**src/rtl/tdm_demultiplexer_pkg.sv**
```systemverilog
// Shared defaults and helpers for the TDM receive-side demultiplexer.
// The selector side imports the same lane geometry from here.
package tdm_demultiplexer_pkg;

    localparam int DEF_WIDTH  = 1;
    localparam int DEF_LANES  = 4;
    localparam int DEF_ADDR_W = 2;

    // What an accepted sample does to the frame being assembled.
    typedef enum logic [1:0] {
        EV_NONE     = 2'd0,
        EV_WRITE    = 2'd1,
        EV_COMPLETE = 2'd2,
        EV_RESYNC   = 2'd3
    } sample_ev_e;

    // Lane i of a packed frame lives at [lane_lsb(i, width) +: width].
    function automatic int lane_lsb(input int lane, input int width);
        return lane * width;
    endfunction

endpackage

```
**src/rtl/tdm_demultiplexer_if.sv**
```systemverilog
// Serial-in / frame-out bundle of the TDM demultiplexer.
// master = stream source and frame consumer, slave = the demultiplexer.
interface tdm_demultiplexer_if
    import tdm_demultiplexer_pkg::*;
#(
    parameter int WIDTH  = DEF_WIDTH,
    parameter int LANES  = DEF_LANES,
    parameter int ADDR_W = DEF_ADDR_W
);
    logic [WIDTH-1:0]       in_data;
    logic                   in_valid;
    logic                   in_sof;
    logic                   in_ready;
    logic [LANES*WIDTH-1:0] out_data;
    logic                   out_valid;
    logic                   out_ready;
    logic [ADDR_W-1:0]      lane_addr;
    logic                   frame_err;

    modport master (
        output in_data, in_valid, in_sof, out_ready,
        input  in_ready, out_data, out_valid, lane_addr, frame_err
    );

    modport slave (
        input  in_data, in_valid, in_sof, out_ready,
        output in_ready, out_data, out_valid, lane_addr, frame_err
    );

endinterface

```
**src/rtl/tdm_demultiplexer_lane_address_counter.sv**
```systemverilog
// Rotating lane address: mod-2^ADDR_W up-counter with load-to-1 on start-of-frame
// and a terminal-count flag at the last lane.
module tdm_demultiplexer_lane_address_counter
    import tdm_demultiplexer_pkg::*;
#(
    parameter int ADDR_W = DEF_ADDR_W
) (
    input  logic              clk,
    input  logic              reset,
    input  logic              load_one,
    input  logic              inc_en,
    output logic [ADDR_W-1:0] addr,
    output logic              term_cnt
);

    logic [ADDR_W-1:0] addr_d;
    logic [ADDR_W-1:0] addr_q;

    // A sof sample always lands in lane 0, so the next address is 1 regardless of
    // where the counter was; natural binary wrap gives the silent LANES-1 -> 0 rollover.
    always_comb begin
        addr_d = addr_q;
        if (load_one) begin
            addr_d = ADDR_W'(1);
        end else if (inc_en) begin
            addr_d = addr_q + ADDR_W'(1);
        end
    end

    always_ff @(posedge clk) begin
        if (reset) begin
            addr_q <= '0;
        end else begin
            addr_q <= addr_d;
        end
    end

    assign addr     = addr_q;
    assign term_cnt = &addr_q;

endmodule

```
**src/rtl/tdm_demultiplexer.sv**
```systemverilog
// Receive-side TDM demultiplexer: steers serial samples into LANES lanes and
// presents each completed frame as one parallel word with a valid/ready handshake.
module tdm_demultiplexer
    import tdm_demultiplexer_pkg::*;
#(
    parameter int WIDTH  = DEF_WIDTH,
    parameter int LANES  = DEF_LANES,
    parameter int ADDR_W = DEF_ADDR_W
) (
    input  logic                clk,
    input  logic                reset,
    tdm_demultiplexer_if.slave  bus
);

    localparam int ASM_W = (LANES - 1) * WIDTH;

    logic                   in_ready;
    logic                   accept;
    logic [ADDR_W-1:0]      lane_addr;
    logic [ADDR_W-1:0]      target;
    logic                   term_cnt;
    sample_ev_e             ev;

    logic [ASM_W-1:0]       asm_d;
    logic [ASM_W-1:0]       asm_q;
    logic [LANES*WIDTH-1:0] out_data_d;
    logic [LANES*WIDTH-1:0] out_data_q;
    logic                   out_valid_d;
    logic                   out_valid_q;
    logic                   frame_err_d;
    logic                   frame_err_q;

    // Only the final lane can stall: lanes 0..LANES-2 land in the assembly bank,
    // which gives one frame of buffering behind a blocked output register.
    assign in_ready = !(term_cnt && out_valid_q && !bus.out_ready);
    assign accept   = bus.in_valid && in_ready;
    assign target   = bus.in_sof ? '0 : lane_addr;

    always_comb begin
        ev = EV_NONE;
        if (accept) begin
            if (bus.in_sof && (lane_addr != '0)) begin
                ev = EV_RESYNC;
            end else if (target == ADDR_W'(LANES - 1)) begin
                ev = EV_COMPLETE;
            end else begin
                ev = EV_WRITE;
            end
        end
    end

    tdm_demultiplexer_lane_address_counter #(
        .ADDR_W (ADDR_W)
    ) u_lane_addr (
        .clk      (clk),
        .reset    (reset),
        .load_one (accept && bus.in_sof),
        .inc_en   (accept && !bus.in_sof),
        .addr     (lane_addr),
        .term_cnt (term_cnt)
    );

    // Resync needs no explicit clear: the new frame rewrites every lane in order
    // before it can complete, so stale lanes are never emitted.
    always_comb begin
        asm_d = asm_q;
        if ((ev == EV_WRITE) || (ev == EV_RESYNC)) begin
            asm_d[lane_lsb(int'(target), WIDTH) +: WIDTH] = bus.in_data;
        end
    end

    always_comb begin
        out_data_d  = out_data_q;
        out_valid_d = out_valid_q;
        if (out_valid_q && bus.out_ready) begin
            out_valid_d = 1'b0;
        end
        if (ev == EV_COMPLETE) begin
            out_data_d  = {bus.in_data, asm_q};
            out_valid_d = 1'b1;
        end
        frame_err_d = (ev == EV_RESYNC);
    end

    always_ff @(posedge clk) begin
        if (reset) begin
            asm_q       <= '0;
            out_data_q  <= '0;
            out_valid_q <= 1'b0;
            frame_err_q <= 1'b0;
        end else begin
            asm_q       <= asm_d;
            out_data_q  <= out_data_d;
            out_valid_q <= out_valid_d;
            frame_err_q <= frame_err_d;
        end
    end

    assign bus.in_ready  = in_ready;
    assign bus.out_data  = out_data_q;
    assign bus.out_valid = out_valid_q;
    assign bus.lane_addr = lane_addr;
    assign bus.frame_err = frame_err_q;

endmodule

```
**src/flat_wrapper.sv**
```systemverilog
// flat-port wrapper written by rule: the top's interface ports become plain ports
module tdm_demultiplexer_flat import tdm_demultiplexer_pkg::*;
#(
    parameter int WIDTH  = DEF_WIDTH,
    parameter int LANES  = DEF_LANES,
    parameter int ADDR_W = DEF_ADDR_W
)
  (clk, reset, bus_in_data, bus_in_valid, bus_in_sof, bus_out_ready, bus_in_ready, bus_out_data, bus_out_valid, bus_lane_addr, bus_frame_err);
  tdm_demultiplexer_if #(.WIDTH(WIDTH), .LANES(LANES), .ADDR_W(ADDR_W)) bus_i ();
  input  logic clk;
  input  logic reset;
  input wire logic [$bits(bus_i.in_data)-1:0] bus_in_data;
  input wire logic [$bits(bus_i.in_valid)-1:0] bus_in_valid;
  input wire logic [$bits(bus_i.in_sof)-1:0] bus_in_sof;
  input wire logic [$bits(bus_i.out_ready)-1:0] bus_out_ready;
  output wire logic [$bits(bus_i.in_ready)-1:0] bus_in_ready;
  output wire logic [$bits(bus_i.out_data)-1:0] bus_out_data;
  output wire logic [$bits(bus_i.out_valid)-1:0] bus_out_valid;
  output wire logic [$bits(bus_i.lane_addr)-1:0] bus_lane_addr;
  output wire logic [$bits(bus_i.frame_err)-1:0] bus_frame_err;
  assign bus_i.in_data = bus_in_data;
  assign bus_i.in_valid = bus_in_valid;
  assign bus_i.in_sof = bus_in_sof;
  assign bus_i.out_ready = bus_out_ready;
  assign bus_in_ready = bus_i.in_ready;
  assign bus_out_data = bus_i.out_data;
  assign bus_out_valid = bus_i.out_valid;
  assign bus_lane_addr = bus_i.lane_addr;
  assign bus_frame_err = bus_i.frame_err;
  tdm_demultiplexer #(.WIDTH(WIDTH), .LANES(LANES), .ADDR_W(ADDR_W)) u_core (.clk(clk), .reset(reset), .bus(bus_i));
endmodule
```
**config.mk**
```make
export PLATFORM = sky130hd
export DESIGN_NAME = tdm_demultiplexer_flat
export DESIGN_NICKNAME = d
export VERILOG_FILES = /design/src/rtl/tdm_demultiplexer_pkg.sv /design/src/rtl/tdm_demultiplexer_if.sv /design/src/rtl/tdm_demultiplexer_lane_address_counter.sv /design/src/rtl/tdm_demultiplexer.sv /design/src/flat_wrapper.sv
export SDC_FILE = /design/constraint.sdc
export NUM_CORES = 1
export LEC_CHECK = 0
export ABC_AREA = 1
export ABC_CLOCK_PERIOD_IN_PS = 1300
export CAP_MARGIN = 40
export CORE_UTILIZATION = 35
export DETAILED_ROUTE_END_ITERATION = 12
export PLACE_DENSITY_LB_ADDON = 0.1
export SETUP_SLACK_MARGIN = 0.05
export SYNTH_ARGS = -nofsm -noshare
export SYNTH_HDL_FRONTEND = slang
export SYNTH_SLANG_ARGS = --single-unit
```
**constraint.sdc**
```tcl
create_clock -name clk -period 1.3 [get_ports clk]
set_clock_uncertainty 0.1 [all_clocks]
set_input_delay 0.325 -clock clk [delete_from_list [all_inputs] [get_ports clk]]
set_output_delay 0.325 -clock clk [all_outputs]
set_load 0.02 [all_outputs]
```
==> impl_metrics.json, run 1 <==
{
  "worst_setup_path_end_kind": "primary output",
  "critPathMaxFanout": 2,
  "yosys.area_share.simple": 0.342,
  "cts_tree": "done",
  "place_inst": 123,
  "portBuffers": 14,
  "grt_pass1_wl_mm": 2.33,
  "postCtsHoldBufs": 0,
  "area_growth_pct": 70.7,
  "synth-seq-cells": 11,
  "min_to": "u_core.bus.out_data[2]",
  "postSynthNetCount": 93,
  "synthXorXnorAreaFrac": 0,
  "drcViolationCount": 1,
  "fin_ws_ps": -244,
  "syn_avg_cell_area_um2": 7.63,
  "async_flop_share": 0,
  "rr_startpoint": "u_core.u_lane_addr.addr[0]",
  "synth_edf_count": 0,
  "min-delay-path-class": "flop to flop",
  "drv_cap": 0,
  "outcome": "finished with violations",
  "clk_pin_slew_ps": 70,
  "drtPass1Iterations": 8,
  "setup_viol": 14,
  "boundaryPins": 15,
  "max_freq_mhz": 648,
  "critPathBufInv": 2,
  "min_path_cells": 2,
  "hpwl_um": 988,
  "period_needed_ps": 1540,
  "hp-start": "u_core.asm_q[2]",
  "muxShareOfSynthArea": 0,
  "grt_usage": 0.171,
  "multi_input_area_um2": 410,
  "tightest_slew_ps": 214,
  "synth_top_family_by_area": "simple AND/OR/NAND/NOR gates",
  "finalMaxSlewViolations": 0,
  "die_width_um": 43.8,
  "synthAdderAreaFrac": 0.143,
  "crit_required_ps": 880,
  "powerDensity_nw_per_um2": 762,
  "vdd.ir_drop.worst_v": 0.000432,
  "grt_max_degree": 10,
  "critPathSlowestCell": "dfxtp_4",
  "vias": 607,
  "grt_pass1_vias": 583,
  "start_util": 0.392,
  "path_class": "flop to primary output",
  "ys_seq_area_frac": 0.361,
  "cts_buffers": 3,
  "synth_cell_types": 19,
  "synthFlopType": "dfxtp_1",
  "die_area_um2": 1920,
  "hold_viol": 0,
  "rrSetupSlack_ps": -240,
  "crit_family": "flip-flops",
  "yosysWarnings": 0,
  "syn_inst": 80,
  "core-area_um2": 1560,
  "avgRoutedWirePerCell_um": 10.5,
  "gp_congestion": 0.742,
  "mostFrequentLayoutCell": "nor2_1",
  "fin_cells": 134,
  "regArea_um2": 229,
  "power.total_mw": 0.795,
  "clk_latency_ps": 260,
  "fillCellCount": 141,
  "rsz0062_at_grt": "true",
  "slew_headroom": 0.857,
  "drt_iter0_drc": 9,
  "nNetsFinal": 132,
  "rr_endpoint": "u_core.bus.out_data[2]",
  "clock-sinks": 11,
  "clockBufferDepth": 2,
  "final_cell_mix": "nor2_1 (16), buf_4 (14), buf_6 (10)",
  "viasPerCell": 4.53,
  "netlist_area_um2": 611,
  "die_h_um": 43.8,
  "antenna_found_initial": 0,
  "overflow": 0,
  "power.leakage_nw": 0.493,
  "period_share": 1.19,
  "cp_slowest_stage_delay_ps": 350,
  "rows": 14,
  "path_cells": "buf_4, ha_2, nand3_4, buf_6",
  "synth_compound_area_frac": 0.0656,
  "routed_wirelength_mm": 1.41,
  "cp.arrival_ps": 1120,
  "drive_gt1_frac": 0.517,
  "worst_setup_path_start_kind": "flop",
  "ant_nets": 0,
  "h-tree-depth": 1,
  "rr_worst_depth": 11,
  "clock-root-buffer": "clkbuf_4",
  "failed_checks": "DRC, setup timing",
  "n_antenna_cell": 0
}
[sequential cells by signal (all words and copies together), names as in the netlist]
register / flops
u_core.bus.out_valid: 1
u_core.asm_q: 3
u_core.bus.out_data: 4
u_core.bus.frame_err: 1
u_core.u_lane_addr.addr: 2
[area by class of cell]
type                            count  share of cell area
Sequential cell                    11               0.220
Tap cell                           16              0.0192
Timing Repair Buffer               34               0.279
Multi-Input combinational cell     56               0.394
Inverter                           13              0.0636
Clock buffer                        4              0.0252
[cell families (layout without fill, tap and decap cells)]
logic type | after synthesis | after routing
AOI/OAI and AO/OA | 8 | 8
adders and majority gates | 7 | 7
buffers and inverters | 13 | 51
DFF | 11 | 11
and+or+nand+nor | 41 | 41
[Yosys cell counts (2+ instances only)]
cell type / n / area [µm²]
nor2_1: 20 / 75.1
dfxtp_1: 11 / 220
inv_1: 9 / 33.8
nand2_1: 9 / 33.8
ha_1: 7 / 87.6
o21ai_0: 4 / 20.0
a21oi_1: 3 / 15.0
inv_2: 3 / 11.3
nand4_1: 3 / 18.8
nand2_4: 2 / 22.5
[timing repair]
action | CTS | global route
hold endpoints to repair | 0 | 0
pin swaps | 11 | 5
buffers inserted | 4 | 4
gates resized for setup | 57 | 13
setup endpoints to repair | 20 | 14
[per-stage QoR]
step           hold WS [ps]  cell area, µm²   util  worst slack (ps)  TNS [ps]
2_1_floorplan           294             646      -              -166      -600
3_3_place_gp            366             903  0.579              -635     -6510
3_5_place_dp            380             903  0.579              -659     -6740
4_1_cts                 385             968  0.621              -223     -1850
5_1_grt                 399            1040  0.669              -372     -3540
6_report                380            1040  0.669              -244     -2290
[where the power goes]
| part | internal [mW] | switching [mW] |
|---|---|---|
| Sequential | 0.348 | 0.00815 |
| Combinational | 0.111 | 0.0998 |
| Clock | 0.119 | 0.110 |
[tightest hold or removal path: stages (launching register included)]
cell and delay [ps]:
dfxtp_1 320, nor2_2 80, nor2_1 40
[metal layers]
metal,GRT usage,up-vias,share of wire
met4,0.125,0,0.021
met2,0.260,14,0.49
met1,0.201,261,0.45
met5,0,-,0
met3,0.0542,4,0.038
li1,-,328,-
[worst max path at each step]
stage	startpoint	cells after the start	endpoint	slack (ps)
5_1_grt	u_core.u_lane_addr.addr[0]	11	u_core.asm_q[1]	-370
4_1_cts	u_core.u_lane_addr.addr[0]	11	u_core.asm_q[1]	-220
3_5_place_dp	bus_in_sof	10	u_core.asm_q[1]	-660
6_report	u_core.u_lane_addr.addr[1]	4	bus_in_ready	-240
2_1_floorplan	u_core.u_lane_addr.addr[0]	10	u_core.asm_q[1]	-170
3_3_place_gp	bus_out_ready	4	bus_in_ready	-640
No activity file was read; power rests on OpenSTA's default activity.
==> run 2: changes to the inputs <==
- CELL_PAD_IN_SITES_DETAIL_PLACEMENT: not set -> 0
- CELL_PAD_IN_SITES_GLOBAL_PLACEMENT: not set -> 1
- CORE_UTILIZATION: 35 -> 30
==> impl_metrics.json, run 2 (synthesis results as in run 1) <==
{
  "grt_max_degree": 10,
  "tightest_slew_ps": 217,
  "die_width_um": 47.1,
  "vias": 598,
  "crit_start": "u_core.u_lane_addr.addr[1]",
  "drcViolationCount": 0,
  "mostFrequentLayoutCell": "nor2_1",
  "crit_family": "flip-flops",
  "rr_startpoint": "u_core.u_lane_addr.addr[0]",
  "drt_iter0_drc": 5,
  "dp_slack_ps": -655,
  "routed_wirelength_mm": 1.39,
  "critPathSlowestCell": "dfxtp_4",
  "setup_viol": 11,
  "viasPerCell": 4.24,
  "power.leakage_nw": 0.485,
  "path_cells": "buf_4, ha_4, nand3_4, buf_6",
  "period_share": 1.18,
  "area_growth_pct": 70.9,
  "gp_congestion": 0.770,
  "grt_pass1_vias": 567,
  "largest_reg_flops": 4,
  "max_freq_mhz": 654,
  "cts_buffers": 3,
  "nNetsFinal": 130,
  "rsz0062_at_grt": "true",
  "core-area_um2": 1820,
  "fillCellCount": 164,
  "utilization": 0.573,
  "clock-sinks": 11,
  "drtPass1Iterations": 4,
  "clockBufferDepth": 2,
  "clock-root-buffer": "clkbuf_4",
  "cp_slowest_stage_delay_ps": 350,
  "die_h_um": 47.1,
  "postCtsHoldBufs": 0,
  "path_class": "flop to primary output",
  "failed_checks": "setup timing",
  "n_antenna_cell": 0,
  "period_needed_ps": 1530,
  "hold_viol": 0,
  "avgRoutedWirePerCell_um": 9.83,
  "clk_pin_slew_ps": 70,
  "boundaryPins": 15,
  "portBuffers": 14,
  "antenna_found_initial": 0,
  "power.total_mw": 0.797,
  "hp-start": "u_core.asm_q[1]",
  "fin_worst_hold_slack_ps": 392,
  "cts_tree": "done",
  "rrSetupSlack_ps": -200,
  "h-tree-depth": 1,
  "grt_usage": 0.150,
  "slew_headroom": 0.856,
  "cp.arrival_ps": 1100,
  "drv_cap": 0,
  "final_cell_mix": "nor2_1 (14), buf_4 (12), buf_6 (10)",
  "vdd.ir_drop.worst_v": 0.000426,
  "worst_setup_path_end_kind": "primary output",
  "rows": 15,
  "ant_nets": 0,
  "worst_setup_path_start_kind": "flop",
  "hpwl_um": 966,
  "powerDensity_nw_per_um2": 763,
  "clk_latency_ps": 260,
  "finalMaxSlewViolations": 0,
  "outcome": "finished with violations",
  "critPathMaxFanout": 2,
  "drive_gt1_frac": 0.517,
  "grt_pass1_wl_mm": 2.32,
  "die_area_um2": 2220,
  "critPathBufInv": 2,
  "crit_required_ps": 880,
  "fin_ws_ps": -229,
  "start_util": 0.335,
  "overflow": 0,
  "min-delay-path-class": "flop to flop"
}
-- run 2: power breakdown --
group	switching [mW]	internal, mW	total [mW]
registers	0.00792	0.348	0.355
clock network	0.115	0.118	0.233
logic	0.0995	0.108	0.208
-- run 2: stage by stage --
stage	instances	instance area [µm²]	setup TNS, ps
floorplan	80	646	-600
global placement	133	922	-6560
detailed placement	133	922	-6700
CTS	139	978	-1850
global route	141	1040	-2800
finish	141	1040	-1840
-- run 2: per-layer routing --
layer  routed length [µm]  share of wire  track usage  vias to the layer above
met5                    0              0            0                        -
met4                   12         0.0087       0.0857                        0
met3                   34          0.025       0.0231                        2
met2                  653           0.47        0.244                        7
met1                  686           0.49        0.187                      267
li1                     -              -            -                      322
-- run 2: final cells by class --
cell class | count | area [µm²] | share of cell area
Tap cell | 25 | 31.3 | 0.0300
Clock buffer | 4 | 26.3 | 0.0252
Timing Repair Buffer | 32 | 277 | 0.265
Inverter | 13 | 63.8 | 0.0612
Sequential cell | 11 | 229 | 0.219
Multi-Input combinational cell | 56 | 417 | 0.399
-- run 2: what timing repair did --
action / 4_1_cts / 5_1_grt
gates cloned: 0 / 0
pin swaps: 11 / 4
gates resized for setup: 50 / 19
setup buffers: 3 / 2
setup endpoints to repair: 20 / 14
-- run 2: worst reg2reg max path: cells and delay by family (launching register included) --
family        cells  cell delay [ps]
buf+inv           4              250
fa+ha+maj         1              260
simple gates      6              500
flops             1              360
-- run 2: final timing paths --
kind	cells past startpoint	end
min	2	u_core.bus.out_data[1]
max	4	bus_in_ready
min reg2reg	2	u_core.bus.out_data[1]
max reg2reg	11	u_core.asm_q[1]
==> run 3: changes to the inputs <==
- HOLD_SLACK_MARGIN: not set -> 0.06
==> results of run 3 <==
The final DEF is identical to that of run 2; final timing and power are the same.
